<file path="src/rtl/ppu_pkg.sv">
// Shared types and constants for the PPU background/window fetch path.
package ppu_pkg;

  typedef enum logic [2:0] {
    IDLE, MAP_A, MAP_D, LO_A, LO_D, HI_A, HI_D, PUSH
  } fetch_state_e;

  typedef enum logic [1:0] {
    PH_MAP, PH_LO, PH_HI
  } fetch_phase_e;

  localparam logic [12:0] VRAM_MAP0        = 13'h1800;
  localparam logic [12:0] VRAM_MAP1        = 13'h1C00;
  localparam logic [12:0] TILE_SIGNED_BASE = 13'h1000;
  localparam int          PIX_GROUP_W      = 16;

  // Pixel i = {hi[7-i], lo[7-i]}, leftmost pixel in the top bits.
  function automatic logic [PIX_GROUP_W-1:0] decode_group(input logic [7:0] lo,
                                                          input logic [7:0] hi);
    logic [PIX_GROUP_W-1:0] g;
    g = '0;
    for (int i = 0; i < 8; i++) begin
      g[15-2*i -: 2] = {hi[7-i], lo[7-i]};
    end
    return g;
  endfunction

endpackage

</file>
<file path="src/rtl/ppu_vram_addr_gen.sv">
// Combinational VRAM address for the tile-map read or one of the two bitplane reads.
module ppu_vram_addr_gen
  import ppu_pkg::*;
(
  input  logic         win_i,
  input  logic [7:0]   y_i,
  input  logic [4:0]   col_i,
  input  logic [7:0]   tile_no_i,
  input  logic         map_sel_bg_i,
  input  logic         map_sel_win_i,
  input  logic         data_sel_i,
  input  fetch_phase_e phase_i,
  output logic [12:0]  addr_o
);

  logic [12:0] map_base;
  logic [12:0] data_base;

  always_comb begin
    map_base = (win_i ? map_sel_win_i : map_sel_bg_i) ? VRAM_MAP1 : VRAM_MAP0;
    // Signed mode: tile number is two's complement around the 0x1000 base.
    if (data_sel_i) data_base = {1'b0, tile_no_i, 4'b0000};
    else            data_base = TILE_SIGNED_BASE + {tile_no_i[7], tile_no_i, 4'b0000};
    if (phase_i == PH_MAP) addr_o = map_base | {3'b000, y_i[7:3], col_i};
    else                   addr_o = data_base | {9'd0, y_i[2:0], phase_i == PH_HI};
  end

endmodule

</file>
<file path="src/rtl/ppu_bg_fetcher.sv">
// BG/window tile fetcher: map read, two bitplane reads, then one 8-pixel group push.
module ppu_bg_fetcher
  import ppu_pkg::*;
(
  input  logic                   clk,
  input  logic                   rst,
  input  logic                   start,
  input  logic                   stop,
  input  logic                   win_start,
  input  logic                   pause,
  input  logic [7:0]             ly,
  input  logic [7:0]             scx,
  input  logic [7:0]             scy,
  input  logic [7:0]             win_line,
  input  logic                   map_sel_bg,
  input  logic                   map_sel_win,
  input  logic                   data_sel,
  output logic [12:0]            vram_a,
  output logic                   vram_rd,
  input  logic [7:0]             vram_d,
  output logic                   pix_valid,
  output logic [PIX_GROUP_W-1:0] pix_data,
  input  logic                   pix_ready,
  output logic                   busy
);

  fetch_state_e state_q;
  logic         win_q;
  logic [4:0]   tile_x_q;
  logic [7:0]   tile_no_q;
  logic [7:0]   lo_q;
  logic [7:0]   hi_q;
  logic [12:0]  vram_a_q;

  logic         ag_win;
  logic [4:0]   ag_tile_x;
  logic [7:0]   ag_tile_no;
  logic [7:0]   ag_y;
  logic [4:0]   ag_col;
  fetch_phase_e ag_phase;
  logic [12:0]  ag_addr;

  // Address of the read issued in the *next* *_A state, so vram_a can be registered.
  always_comb begin
    ag_win     = win_q;
    ag_tile_x  = tile_x_q;
    ag_tile_no = tile_no_q;
    ag_phase   = PH_MAP;
    if (start) begin
      ag_win    = 1'b0;
      ag_tile_x = '0;
    end else if (win_start) begin
      ag_win    = 1'b1;
      ag_tile_x = '0;
    end else begin
      case (state_q)
        MAP_D: begin
          ag_phase   = PH_LO;
          ag_tile_no = vram_d;
        end
        LO_D:    ag_phase  = PH_HI;
        PUSH:    ag_tile_x = tile_x_q + 5'd1;
        default: ;
      endcase
    end
    ag_y   = ag_win ? win_line : ly + scy;
    ag_col = ag_win ? ag_tile_x : scx[7:3] + ag_tile_x;
  end

  ppu_vram_addr_gen u_addr_gen (
    .win_i         (ag_win),
    .y_i           (ag_y),
    .col_i         (ag_col),
    .tile_no_i     (ag_tile_no),
    .map_sel_bg_i  (map_sel_bg),
    .map_sel_win_i (map_sel_win),
    .data_sel_i    (data_sel),
    .phase_i       (ag_phase),
    .addr_o        (ag_addr)
  );

  always_ff @(posedge clk) begin
    if (rst) begin
      state_q   <= IDLE;
      win_q     <= 1'b0;
      tile_x_q  <= '0;
      tile_no_q <= '0;
      lo_q      <= '0;
      hi_q      <= '0;
      vram_a_q  <= '0;
    end else if (stop) begin
      state_q <= IDLE;
    end else if (start) begin
      state_q  <= MAP_A;
      win_q    <= 1'b0;
      tile_x_q <= '0;
      vram_a_q <= ag_addr;
    end else if (win_start && state_q != IDLE) begin
      state_q  <= MAP_A;
      win_q    <= 1'b1;
      tile_x_q <= '0;
      vram_a_q <= ag_addr;
    end else begin
      // *_D states never stall: their read is already in flight.
      case (state_q)
        MAP_A: if (!pause) state_q <= MAP_D;
        MAP_D: begin
          tile_no_q <= vram_d;
          vram_a_q  <= ag_addr;
          state_q   <= LO_A;
        end
        LO_A: if (!pause) state_q <= LO_D;
        LO_D: begin
          lo_q     <= vram_d;
          vram_a_q <= ag_addr;
          state_q  <= HI_A;
        end
        HI_A: if (!pause) state_q <= HI_D;
        HI_D: begin
          hi_q    <= vram_d;
          state_q <= PUSH;
        end
        PUSH: if (pix_ready && !pause) begin
          tile_x_q <= ag_tile_x;
          vram_a_q <= ag_addr;
          state_q  <= MAP_A;
        end
        default: state_q <= IDLE;
      endcase
    end
  end

  assign vram_a    = vram_a_q;
  assign vram_rd   = (state_q inside {MAP_A, LO_A, HI_A}) & ~pause;
  assign pix_valid = (state_q == PUSH) & ~pause;
  assign pix_data  = decode_group(lo_q, hi_q);
  assign busy      = (state_q != IDLE);

endmodule

</file>
<file path="config.mk">
export PLATFORM = sky130hd
export DESIGN_NAME = ppu_bg_fetcher
export DESIGN_NICKNAME = d
export VERILOG_FILES = /design/src/rtl/ppu_pkg.sv /design/src/rtl/ppu_vram_addr_gen.sv /design/src/rtl/ppu_bg_fetcher.sv
export SDC_FILE = /design/constraint.sdc
export NUM_CORES = 1
export LEC_CHECK = 0
export ABC_CLOCK_PERIOD_IN_PS = 3400
export BUFFER_PORTS_ARGS = -buffer_cell sky130_fd_sc_hd__buf_2
export CAP_MARGIN = 10
export CORE_MARGIN = 2
export CORE_UTILIZATION = 53
export CTS_CLUSTER_DIAMETER = 150
export DETAILED_ROUTE_END_ITERATION = 16
export PLACE_DENSITY = 0.81
export RECOVER_POWER = 100
export SYNTH_ARGS = -nofsm -noshare
export SYNTH_HDL_FRONTEND = slang
export SYNTH_SLANG_ARGS = --single-unit
</file>
<file path="constraint.sdc">
create_clock -name clk -period 3.4 [get_ports clk]
set_input_delay 0.34 -clock clk [delete_from_list [all_inputs] [get_ports clk]]
set_output_delay 0.34 -clock clk [all_outputs]
set_load 0.05 [all_outputs]
</file>
# Word-level counts from Yosys, hierarchy flattened
# Cells that the tools add are included.
op_classes:
  muxes: 34
  n_eq_ne: 16
  reduce_logical: 21
  bitwise_logic: 8
  add_sub_neg: 4
ops:
  columns: ["operator", "count"]
  rows:
  - ["two-way mux 13 bit", 5]
  - ["two-way mux 5 bit", 8]
  - ["two-way mux 8 bit", 4]
  - ["one-hot mux 13 bit (2 select lines)", 1]
  - ["one-hot mux 3 bit (7 select lines)", 1]
  - ["inequality test 4 bit, second input constant", 4]
  - ["AND reduction 4 bit", 4]
  - ["adder 13 bit, first input constant", 1]
  - ["bitwise OR 13 x 10 -> 13 bit", 1]
  - ["bitwise OR 13 x 4 -> 13 bit", 1]
  - ["== test 3 bit, second input constant", 4]
  - ["two-way mux 3 bit", 4]
  - ["nonzero test 3 bit", 4]
  - ["two-way mux 11 bit", 1]
  - ["AND reduction 3 bit", 3]
  - ["adder 8 bit", 1]
  - ["inequality test 2 bit, second input constant", 4]
  - ["two-way mux 1 bit", 7]
  - ["== test 3 x 2 -> 1 bit, second input constant", 2]
  - ["adder 5 x 1 -> 5 bit, second input constant", 1]
  - ["adder 5 bit", 1]
  - ["two-way mux 2 bit", 2]
  - ["inverter 1 bit", 4]
  - ["one-hot mux 2 bit (2 select lines)", 1]
  - ["11 further kinds", 14]
word_totals:
  ff_bits: 46
  wordCells: 91
  inputBits: 50
  output_inout_bits: 32

# Longest topological paths before layout
# Gate-level depths: netlist of the first run.
logic_depth:
  ltp_word: 12
  depth_mapped: 13
  depth_no_buf: 12

# By module
# From an unflattened synthesis of the first run, not the netlist that was laid out.
unflattened:
  hier_cells: 322
  hier_area_um2: 2869.0
by_module_without_submodules:
  columns: ["module", "seq_area_each_um2", "instances", "area_each_um2", "cells_per_inst"]
  rows:
  - ["ppu_bg_fetcher", 920.9, 1, 2673.8, 305]
  - ["ppu_vram_addr_gen", 0.0, 1, 195.2, 17]

# Worst setup path before layout of the first run
# No wires, ideal clock.
synth_path:
  path_kind: "register to register"
  from: "register state_q[1]"
  to: "register vram_a_q[4], in the netlist vram_a[4]"
  path_stages_with_launch: 14
  t_required_ps: 3280
  slack_ps: 610
  synth_period_minus_slack_ps: 2790
  path_buffers: 1
  arrival_ps: 2670
  setup_time_ps: 120
  path_cell_list: "dfxtp_1 ha_1 clkbuf_1 nand2_1 xor2_1 nor2_1 ha_1 inv_1 fa_1 nand2b_1 a21oi_1 mux2i_1 xnor2_1 a211o_1"
synth_between:
  elab_chain_len: 12
  word_cells_on_any_way: 30
  cone_classes: "add/sub (2); eq/ne (4); mux (16); bitwise (2); reduce/logical (6)"
synth_rtl:
  columns: ["element", "line", "text"]
  rows:
  - ["start, declared", "ppu_bg_fetcher.sv:27", "fetch_state_e state_q;"]
  - ["start signal, assigned", "ppu_bg_fetcher.sv:84", "state_q <= IDLE;"]
  - ["start signal, assigned", "ppu_bg_fetcher.sv:92", "state_q <= IDLE;"]
  - ["start signal, assigned", "ppu_bg_fetcher.sv:94", "state_q <= MAP_A;"]
  - ["== test 3 x 2 -> 1 bit / == test 3 bit (equally long branches)", "ppu_bg_fetcher.sv:56, ppu_bg_fetcher.sv:105", null]
  - ["two-way mux 8 bit / two-way mux 5 bit (equally long branches)", "ppu_bg_fetcher.sv:56", "case (state_q)"]
  - ["two-way mux 8 bit / two-way mux 5 bit (equally long branches)", "ppu_bg_fetcher.sv:52", "end else if (win_start) begin"]
  - ["two-way mux 8 bit / two-way mux 5 bit (equally long branches)", "ppu_bg_fetcher.sv:49", "if (start) begin"]
  - ["adder 13 bit / adder 5 bit (equally long branches)", "ppu_vram_addr_gen.sv:23, ppu_bg_fetcher.sv:67", null]
  - ["two-way mux 13 bit / two-way mux 5 bit (equally long branches)", "ppu_vram_addr_gen.sv:22, ppu_bg_fetcher.sv:67", null]
  - ["bitwise OR 13 x 4 -> 13 bit / bitwise OR 13 x 10 -> 13 bit (equally long branches)", "ppu_vram_addr_gen.sv:25, ppu_vram_addr_gen.sv:24", null]
  - ["two-way mux 13 bit", "ppu_vram_addr_gen.sv:24", "if (phase_i == PH_MAP) addr_o = map_base | {3'b000, y_i[7:3], col_i};"]
  - ["two-way mux 13 bit", "ppu_bg_fetcher.sv:123", "PUSH: if (pix_ready && !pause) begin"]
  - ["one-hot mux 13 bit (2 select lines)", "ppu_bg_fetcher.sv:105", "case (state_q)"]
  - ["two-way mux 13 bit", "ppu_bg_fetcher.sv:98", "end else if (win_start && state_q != IDLE) begin"]
  - ["two-way mux 13 bit", "ppu_bg_fetcher.sv:93", "end else if (start) begin"]
  - ["end signal, assigned", "ppu_bg_fetcher.sv:97", "vram_a_q <= ag_addr;"]
  - ["end signal, assigned", "ppu_bg_fetcher.sv:102", "vram_a_q <= ag_addr;"]
  - ["end signal, assigned", "ppu_bg_fetcher.sv:125", "vram_a_q <= ag_addr;"]
  - ["end, declared", "ppu_bg_fetcher.sv:33", "logic [12:0] vram_a_q;"]
# Parallel ways exist; a longest one is shown, timed or not. The select of a mux whose other input is x is not followed.
# A chain may end at the register's enable or synchronous reset.

# Worst setup path after layout of the first run
layout_path:
  from: "register state_q[0]"
  to: "register vram_a_q[4], in the netlist vram_a[4]"
# Same word-level chain as after synthesis.

==> results of run 1 <==
[stage by stage]
step	worst slack [ns]	cell area [um2]	hold slack, ns	instances	util (%)
global placement	0.630	3360	0.446	477	61.4
floorplan	0.610	2970	0.456	344	-
detailed placement	0.585	3360	0.446	477	61.4
CTS	0.671	3470	0.327	485	63.4
global route	0.295	3370	0.352	485	61.7
finish	0.550	3370	0.335	485	61.7
[power by group through the flow]
| stage | Clock [W] | Sequential [W] | Combinational [W] |
|---|---|---|---|
| 3_3_place_gp | 0 | 0.000571 | 0.000242 |
| 6_report | 0.000401 | 0.000559 | 0.000241 |
| 4_1_cts | 0.000416 | 0.000558 | 0.000248 |
| 5_1_grt | 0.000435 | 0.000560 | 0.000265 |
| 3_5_place_dp | 0 | 0.000571 | 0.000247 |
| 2_1_floorplan | 0 | 0.000606 | 0.000146 |
[placed cells by master (no fill, tap or decap), types with 4 or more instances in the layout]
master	count
sky130_fd_sc_hd__nor2_1	56
sky130_fd_sc_hd__dfxtp_1	46
sky130_fd_sc_hd__buf_2	46
sky130_fd_sc_hd__mux2i_1	34
sky130_fd_sc_hd__clkbuf_1	34
sky130_fd_sc_hd__nand2_1	21
sky130_fd_sc_hd__a21oi_1	19
sky130_fd_sc_hd__ha_1	16
sky130_fd_sc_hd__inv_1	12
sky130_fd_sc_hd__nand3_1	11
sky130_fd_sc_hd__o21ai_0	11
sky130_fd_sc_hd__nor3_1	10
sky130_fd_sc_hd__nand2b_1	5
sky130_fd_sc_hd__xnor2_1	5
sky130_fd_sc_hd__clkbuf_8	5
sky130_fd_sc_hd__xor2_1	4
sky130_fd_sc_hd__nor3b_1	4
[flip-flops by register name (all words and copies together) (netlist names)]
| name | cells |
|---|---|
| state_q | 3 |
| tile_x_q | 5 |
| vram_a | 13 |
| win_q | 1 |
| tile_no_q | 8 |
| hi_q | 8 |
| lo_q | 8 |
[layer usage]
metal	track usage, %	part of all wire, %	vias up
li1	-	-	1360
met1	30.6	46	1241
met2	37.1	45	100
met3	4.43	7.0	11
met4	7.07	1.5	0
met5	0	0	-
[worst reg2reg max path, cell delays in order, from the launching register on]
cell,delay (ns)
sky130_fd_sc_hd__dfxtp_1,0.33
sky130_fd_sc_hd__ha_1,0.22
sky130_fd_sc_hd__buf_4,0.18
sky130_fd_sc_hd__a21bo_2,0.22
sky130_fd_sc_hd__a21oi_1,0.32
sky130_fd_sc_hd__inv_1,0.12
sky130_fd_sc_hd__fa_1,0.44
sky130_fd_sc_hd__nand2b_1,0.17
sky130_fd_sc_hd__a21oi_1,0.17
sky130_fd_sc_hd__mux2i_1,0.24
sky130_fd_sc_hd__xnor2_1,0.10
sky130_fd_sc_hd__a211o_1,0.25
[cells by family (layout without fill, tap and decap cells)]
| group | count (synthesis) | count (layout) | synth area share [%] |
|---|---|---|---|
| buffers and inverters | 33 | 102 | 5.56 |
| xor gates and xnor gates | 9 | 9 | 2.66 |
| DFF | 46 | 46 | 31.0 |
| adders and majority gates | 18 | 18 | 8.09 |
| and+or+nand+nor | 127 | 127 | 20.6 |
| AOI/OAI and AO/OA | 76 | 76 | 20.2 |
| muxes | 35 | 35 | 11.8 |
[worst max path at each step]
stage,endpoint,slack [ns]
6_report,vram_a[4],0.55
5_1_grt,tile_no_q[6],0.29
4_1_cts,vram_a[4],0.67
3_5_place_dp,vram_a[4],0.58
3_3_place_gp,vram_a[4],0.63
2_1_floorplan,vram_a[4],0.61
[area by class of cell]
cell class	count	area (um2)
well taps	72	90.1
inverters	12	45.0
repair buffers	82	377
clock buffers	6	72.6
clock inverters	2	37.5
fillers	516	2100
flip-flops and latches	46	921
multi-input cells	265	1830
==> results.md, run 1 <==
Run status:
- The run finished with clean final reports.

Worst setup path:
- The worst endpoint data arrival time is approximately 3.0 ns.
- In this run the critical register-to-register path is captured at vram_a[4].
- The largest driver fanout on the critical path is 11.
- The top cell family by delay on the critical path is compound AO/OA/AOI/OAI gates.
- The critical path contains buffers and inverters numbering 2 combined.
- The critical path depth is 11.
- The critical path's largest stage delay is about 0.44 ns.
- STA classifies the critical path endpoint as a flip-flop.
- The launching point of the worst reg2reg path is state_q[0].
- Data on the critical path is required at its endpoint by around 3.6 ns.
- Among the stages of the critical path, the cell type that occurs most often is sky130_fd_sc_hd__a21oi_1.
- The critical path is of the flip-flop to flip-flop type.
- The number of cells on the worst reg-to-reg path is 11.
- The start point of the critical path is state_q[0].
- Across all register-to-register paths, the minimum setup slack is approximately 0.55 ns.
- Walking the worst path, the cells encountered are ha_1 > buf_4 > a21bo_2 > a21oi_1 > inv_1 > fa_1 > nand2b_1 > a21oi_1 > mux2i_1 > xnor2_1 > a211o_1.
- For this design, the slowest cell found on the critical path is sky130_fd_sc_hd__fa_1.
- The nature of the critical path startpoint is a flip-flop.

Layout:
- The count of nets after finishing is 480.
- Of the cells placed in the final design, the portion with a size suffix greater than 1 is about 17%.
- From synthesis to final layout, the design area changed by 13.7%.
- The repair_antennas step left the layout with diodes totalling 0.

Clock tree:
- The H-tree generated during clock tree synthesis spans 2 levels.
- In this run, CTS created clock tree buffers numbering 5.
- At the later pin of the worst-skew pair, clock insertion delay measures roughly 0.30 ns.
- In this run the clock root is driven by a sky130_fd_sc_hd__clkbuf_8.
- The number of sinks driven by the clock tree is 46.
- Counting along the longest clock path gives a buffer depth of 2.
- TritonCTS built the clock tree.
- Once the clock tree was built, the setup fixing pass inserted 0 buffers.
- The post-cts resize count is 0.
- The number of hold buffers added after CTS was 0.
- After clock tree synthesis, the clock-pin slew on the worst setup and hold paths is about 0.090 ns.

STA:
- After routing, the total negative slack on setup checks comes to 0 ns.
- The setup clock skew after layout is 0.00789 ns.
- The final period utilization is a little over four fifths.
- The smallest clock period supported by the final layout is computed as approximately 2.9 ns.
- Setup repair after global routing left no endpoint under its margin.
- The slew at the pin closest to its max-slew limit is between 1 and 1.5 ns.
- The final-report max-slew violation count is 0.
- Derived from the worst setup path, the maximum achievable clock frequency is between 300 and 400 MHz.
- Setup violations remaining at the end of the flow were counted as 0.
- The worst pin sits at a relative slew slack of about 15%.
- The count of final hold-check violations is 0.

Synth:
- The synthesized area per cell is roughly 8.6 um2.
- The area fraction of the dominant cell type after synthesis is about 31%.
- The number of instances in the synthesized netlist is 344.
- The fraction of synthesis flops using an asynchronous set or reset pin is 0%.
- Yosys printed 0 warnings.
- The most used flip-flop cell after synthesis is sky130_fd_sc_hd__dfxtp_1.
- The synthesized cell area is about 0.0030 mm2.
- Sorting the synthesized cells by how often they occur yields 56 x sky130_fd_sc_hd__nor2_1, 46 x sky130_fd_sc_hd__dfxtp_1, 34 x sky130_fd_sc_hd__mux2i_1.
- Of the synthesized area, sequential elements account for between 30% and 40%.
- The cell type with the highest aggregate area in the netlist is sky130_fd_sc_hd__dfxtp_1.
- The number of synthesized flops with an enable pin is 0.
- The flip-flop and latch count after synthesis is 46.
- In the post-synthesis netlist, the biggest area contributors are sky130_fd_sc_hd__dfxtp_1 31%, sky130_fd_sc_hd__mux2i_1 11%, sky130_fd_sc_hd__nor2_1 7.1%.
- After synthesis, the netlist uses between 60 and 70 different library cells.
- By instance count, the leading cell after synthesis is sky130_fd_sc_hd__nor2_1.
- The number of nets handed over by synthesis was between 400 and 500.

GRT:
- Global routing consumed, over all layers together, 22.8% of the routing resources.
- The pin count of the biggest net entering global routing is 50.
- The number of antenna violations at the first check in global routing is 0.
- The aggregate global routing overflow is 0.
- The via count of the first global-routing pass is between 2,000 and 3,000.
- The first global-routing pass estimated between 10,000 and 15,000 um of wire.

Power and ir drop:
- For this design the static power due to leakage is around 1.4 nW.
- The switching part of the total power is between 20% and 30%.
- The fraction of power consumed by the clock network is roughly a third.
- For this design the ratio of total power to cell area is ~360 mW/mm2.
- The total chip power is ~0.0012 W.
- The switching component of the power is ~0.00034 W.
- Across the VDD grid, the largest voltage drop is between 200 and 250 uV.
- Of the total power, combinational logic draws 20.1%.
- The share of total power dissipated in sequential elements is ~47%.
- The cell-internal power is around 0.00086 W.

Floorplanning:
- The initial utilization of the core area, before any placement, comes to 54.2%.
- The vertical die dimension is 78.8 um.
- In this run the standard cell core region covers about 0.0055 mm2.
- The width of the die is 78.8 um.
- In this run the core area contains 27 standard-cell rows.
- Pin placement for this block handled 82 I/O pins.
- The floorplan step defined a die boundary enclosing between 0.006 and 0.007 mm2.

Hold path:
- The depth of the worst hold-timing path is 3.
- The path type of the worst min-delay path is input port to flip-flop.
- The end of the worst hold path is tile_no_q[4].
- The startpoint identified for the worst hold timing path is vram_d[4].

Placed design:
- After legalization and detailed placement, the total HPWL measured 5140 um.
- The last weighted congestion value of the routability-driven placer is between 0.8 and 0.9.
- The count of port buffers added during placement is a little under 80.

Routing:
- The remaining routing DRC violations is 0.
- Summing over every cut layer, the via total after detailed routing is around 2,700.
- In this run, the number of DRC markers left after iteration 0 of detailed routing was between 150 and 200.
- The post-detailed-route count of antenna-violating nets is 0.
- The routed design has 6920 um of wire.
- The detail-routed via count per cell is 5.59.
- Before antenna repair, the detailed router went through 4 iterations.
- Dividing the detail-routed wire length by the instance count gives 14.3 um.

Job:
- Max-cap violations in this run came to 0.
Note: power is estimated with default switching activity, not from simulation.
==> inputs of run 2 (changes only) <==
--- a/config.mk
+++ b/config.mk
@@ -5,14 +5,15 @@
 export SDC_FILE = /design/constraint.sdc
 export NUM_CORES = 1
 export LEC_CHECK = 0
-export ABC_CLOCK_PERIOD_IN_PS = 3400
+export ABC_AREA = 1
+export ABC_CLOCK_PERIOD_IN_PS = 2610
 export BUFFER_PORTS_ARGS = -buffer_cell sky130_fd_sc_hd__buf_2
 export CAP_MARGIN = 10
 export CORE_MARGIN = 2
-export CORE_UTILIZATION = 53
+export CORE_UTILIZATION = 47
 export CTS_CLUSTER_DIAMETER = 150
 export DETAILED_ROUTE_END_ITERATION = 16
-export PLACE_DENSITY = 0.81
+export PLACE_DENSITY = 0.76
 export RECOVER_POWER = 100
 export SYNTH_ARGS = -nofsm -noshare
 export SYNTH_HDL_FRONTEND = slang
==> constraint.sdc (replaced) <==
create_clock -name clk -period 2.61 [get_ports clk]
set_input_delay 0.261 -clock clk [delete_from_list [all_inputs] [get_ports clk]]
set_output_delay 0.261 -clock clk [all_outputs]
set_load 0.05 [all_outputs]
==> run 2 against run 1 <==
  * Register-to-register slack got worse by 0.36 ns
  * Synthesized cell count grew 20%
  * Critical path type unchanged
  * Critical endpoint is now vram_a[10]
  * Via count is 7.6% higher
  * Highest routed layer unchanged
  * Clock-buffer cell count is 1 lower
==> results.md, run 2 <==
STA:
- In the post-route analysis, the smallest setup slack over all paths is roughly 0.19 ns.
- The count of final hold-check violations came to 0.
- The final setup TNS is 0 ns.
- The final critical path takes up 92.7% of the cycle.
- The setup clock skew after layout is between 0.005 and 0.006 ns.
- Setup repair after global routing left no endpoint under its margin.
- The slew at the pin closest to its max-slew limit is a little under 0.9 ns.
- The achievable frequency is ~410 MHz.
- In this run the tightest slew margin relative to its limit is 40.6%.
- The setup-violating endpoint count in the final report is 0.
- Counting I/O delays and the setup requirement, the final critical path takes ~2.4 ns.
- The final-report max-slew violation count was 0.

Worst setup path:
- The worst setup path is captured at a flip-flop.
- STA puts the critical path data arrival time at 2.66 ns.
- Measured in cells, the most critical reg-to-reg path has a length of 9.
- The startpoint-to-endpoint class of the critical path is flip-flop to flip-flop.
- The nature of the critical path startpoint is a flip-flop.
- Of all nets on the critical path, the largest fanout is 12.
- The endpoint required time on the critical path is approximately 2.9 ns.

Synth:
- By area, the combinational part of the netlist is dominated by simple AND/OR/NAND/NOR gates.
- The cell type with the highest aggregate area in the netlist is sky130_fd_sc_hd__dfxtp_1.
- The number of instances in the synthesized netlist is around 410.
- The synthesized netlist devotes between 8 and 9% of its cell area to adder and majority cells.
- The multiplexer area fraction after synthesis is 0%.
- The number of synthesized flops with an enable pin is 0.
- After synthesis the netlist holds a flip-flop and latch count of 46.
- The synthesized netlist devotes between 20 and 25% of its cell area to simple gates.
- The cell with the most instances after synthesis is sky130_fd_sc_hd__nand2_1.
- Yosys printed 0 warnings.
- The synthesized-area fraction occupied by xor and xnor cells is 0.920%.
- The share of synthesized area in the top cell type comes to around 32%.
- Yosys attributes the largest share of cell area to sky130_fd_sc_hd__dfxtp_1 32%, sky130_fd_sc_hd__nand2_1 10%, sky130_fd_sc_hd__a21oi_1 8.4%.
- Counting every net in the synthesized netlist gives 481.
- The most used flip-flop cell after synthesis is sky130_fd_sc_hd__dfxtp_1.
- Sorting the synthesized cells by how often they occur yields 76 x sky130_fd_sc_hd__nand2_1, 60 x sky130_fd_sc_hd__inv_1, 48 x sky130_fd_sc_hd__a21oi_1.
- The synthesized netlist devotes around 23% of its cell area to compound gates.
- After synthesis, the share of flip-flops with an asynchronous set or reset is 0%.
- The cell area that synthesis handed to floorplanning was 0.00286 mm2.
- Summing the sequential cell areas from Yosys gives between 30% and 40% of the chip area.
- The number of library cell types mapped by synthesis is 38.
- Dividing the synthesized area by the synthesized cell count gives about 6.9 um2.

Routing:
- The number of detailed-routing iterations run before antenna repair is 5.
- Using the TritonRoute via totals, the vias-per-cell ratio works out to 5.16.
- The total wirelength of the detailed-routed design is roughly 7000 um.
- After detailed routing, the number of remaining DRC violations is 0.
- The initial DRC count is approximately 110.
- The routed length per instance is ~12 um.
- The post-detailed-route count of antenna-violating nets is 0.
- Across all layers, the routed design uses approximately 2,900 vias.

Clock tree:
- The number of buffers between clock root and the deepest sink is 2.
- The H-tree depth is 2.
- After clock tree synthesis, the clock-pin slew on the worst setup and hold paths is ~0.1 ns.
- The quantity of hold-fixing buffers added after cts is 0.
- TritonCTS built the clock tree.
- The CTS root buffer is sky130_fd_sc_hd__clkbuf_8.
- Counting the buffers created by CTS gives 5.
- Counting every sink on the clock net gives 46.
- The source-to-sink clock delay at the later pin of the worst-skew pair is 0.31 ns.
- Post-CTS timing repair inserted 0 buffers for setup.

GRT:
- In the global route stage, overall resource usage came out at between 20% and 30%.
- The first global-routing pass estimated 10,900 um of wire.
- Entering global routing, the biggest net connects 29 pins.
- The aggregate global routing overflow is 0.
- The number of antenna violations at the first check in global routing is 0.
- The via count of the first global-routing pass is 2,580.

Run status:
- The run finished with clean final reports.

Placed design:
- In this run the tool buffered the top-level ports with approximately 80 buffer cells.
- The congestion estimate from routability-driven global placement came to about 0.84.
- The placed instances occupy a cell area of ~0.0033 mm2.
- Before CTS, the worst setup slack after placement is roughly 0.08 ns.
- The HPWL after detailed placement is ~5300 um.

Power and ir drop:
- VDD sags by at most roughly 280 uV.
- In this run the static leakage power is 1.52 nW.
- Dividing total power by cell area gives a power density of about 490 mW/mm2.

Floorplanning:
- The width of the die is slightly above 80 um.
- The top-level port count is 82.
- The count of standard-cell rows is 28.
- The initial utilization of the core area, before any placement, comes to about half.
- The core area is around 0.0059 mm2.
- The floorplan step set the die height to about 82 um.
- The die covers about 0.0067 mm2.

Hold path:
- The depth of the worst hold-timing path is 2.
- The tightest min-delay check is of the input port to flip-flop type.

Layout:
- Once layout is done, the placed cells without fillers occupy approximately 0.0034 mm2.
- The final-layout fill cell count is approximately 580.
- The antenna diode count is 0.
- The top cell types in the final layout, fill and taps aside, are 77 x sky130_fd_sc_hd__nand2_1, 60 x sky130_fd_sc_hd__inv_1, 47 x sky130_fd_sc_hd__a21oi_1.
- The post-route netlist has between 15 and 20% of its cells at a drive strength greater than 1.
- The layout overhead on the synthesized area is 17.9%.
- The flip-flop count of the largest register after layout is 13.
- The most common cell after layout, fill and taps aside is sky130_fd_sc_hd__nand2_1.
- At the end of the flow, the number of nets in the layout was around 560.

Job:
- Across the run, the number of max-cap violations was 0.
-- run 2: changes by cell type after synthesis, moves of 5 or more --
cell,delta
sky130_fd_sc_hd__nand2_1,+55
sky130_fd_sc_hd__inv_1,+48
sky130_fd_sc_hd__nor2_1,-35
sky130_fd_sc_hd__mux2i_1,-34
sky130_fd_sc_hd__a21oi_1,+32
sky130_fd_sc_hd__o21ai_0,+31
sky130_fd_sc_hd__nand3_1,+22
sky130_fd_sc_hd__nor3_1,-8
sky130_fd_sc_hd__o21ai_1,+7
sky130_fd_sc_hd__nand2b_1,-5
-- run 2: final cells by class --
cell class / count / area [um2] / area share (%)
Clock inverter: 3 / 48.8 / 1.45
Clock buffer: 5 / 68.8 / 2.04
Tap cell: 75 / 93.8 / 2.79
Sequential cell: 46 / 922 / 27.4
Timing Repair Buffer: 80 / 365 / 10.9
Inverter: 65 / 246 / 7.32
Multi-Input combinational cell: 291 / 1620 / 48.1
-- run 2: path summary, 6_finish.rpt --
kind | startpoint | endpoint | slack, ns
worst max-delay path | state_q[0] | vram_a[10] | 0.19
worst min-delay path | rst | lo_q[4] | 0.24
worst max register to register | state_q[0] | vram_a[10] | 0.19
worst min register to register | hi_q[6] | hi_q[6] | 0.45
-- run 2: per-stage QoR --
stage | instances | utilization (%) | hold WS [ns] | power (W)
floorplan | 413 | - | 0.424 | 0.00100
global placement | 557 | 56.0 | 0.429 | 0.00110
detailed placement | 557 | 56.0 | 0.431 | 0.00110
CTS | 565 | 58.0 | 0.240 | 0.00166
global route | 565 | 57.2 | 0.253 | 0.00171
finish | 565 | 57.2 | 0.245 | 0.00165
-- run 2: power breakdown --
group | switching [W] | leakage [nW] | internal (W) | total [W]
logic | 0.000227 | 1.09 | 0.000109 | 0.000335
clock network | 0.000274 | 0.0563 | 0.000292 | 0.000566
registers | 0.0000174 | 0.374 | 0.000727 | 0.000744
-- run 2: cells by family after synthesis --
family          Yosys count
simple gates            153
compound gates          117
buf+inv                  76
flops                    46
fa+ha+maj                18
xor+xnor                  3
-- run 2: what timing repair did --
action                                  CTS  global route
resized for setup                         0             6
endpoints found under the hold margin     0             0
endpoints found under the setup margin    0             2
-- run 2: critical path, cell delays in order (launching register included) --
cell and delay (ns):
sky130_fd_sc_hd__dfxtp_2 0.39, sky130_fd_sc_hd__inv_1 0.07, sky130_fd_sc_hd__ha_1 0.26, sky130_fd_sc_hd__nand2_2 0.23
sky130_fd_sc_hd__nor2_4 0.10, sky130_fd_sc_hd__nor2_1 0.69, sky130_fd_sc_hd__o21ai_0 0.28, sky130_fd_sc_hd__inv_1 0.11
sky130_fd_sc_hd__o21ai_0 0.08, sky130_fd_sc_hd__a31oi_1 0.15
-- run 2: metal layers --
layer | track usage, % | up-vias | part of all wire [%]
met4 | 6.17 | 0 | 0.97
met2 | 36.2 | 70 | 50
li1 | - | 1529 | -
met1 | 26.5 | 1314 | 44
met3 | 3.08 | 5 | 4.5
met5 | 0 | - | 0
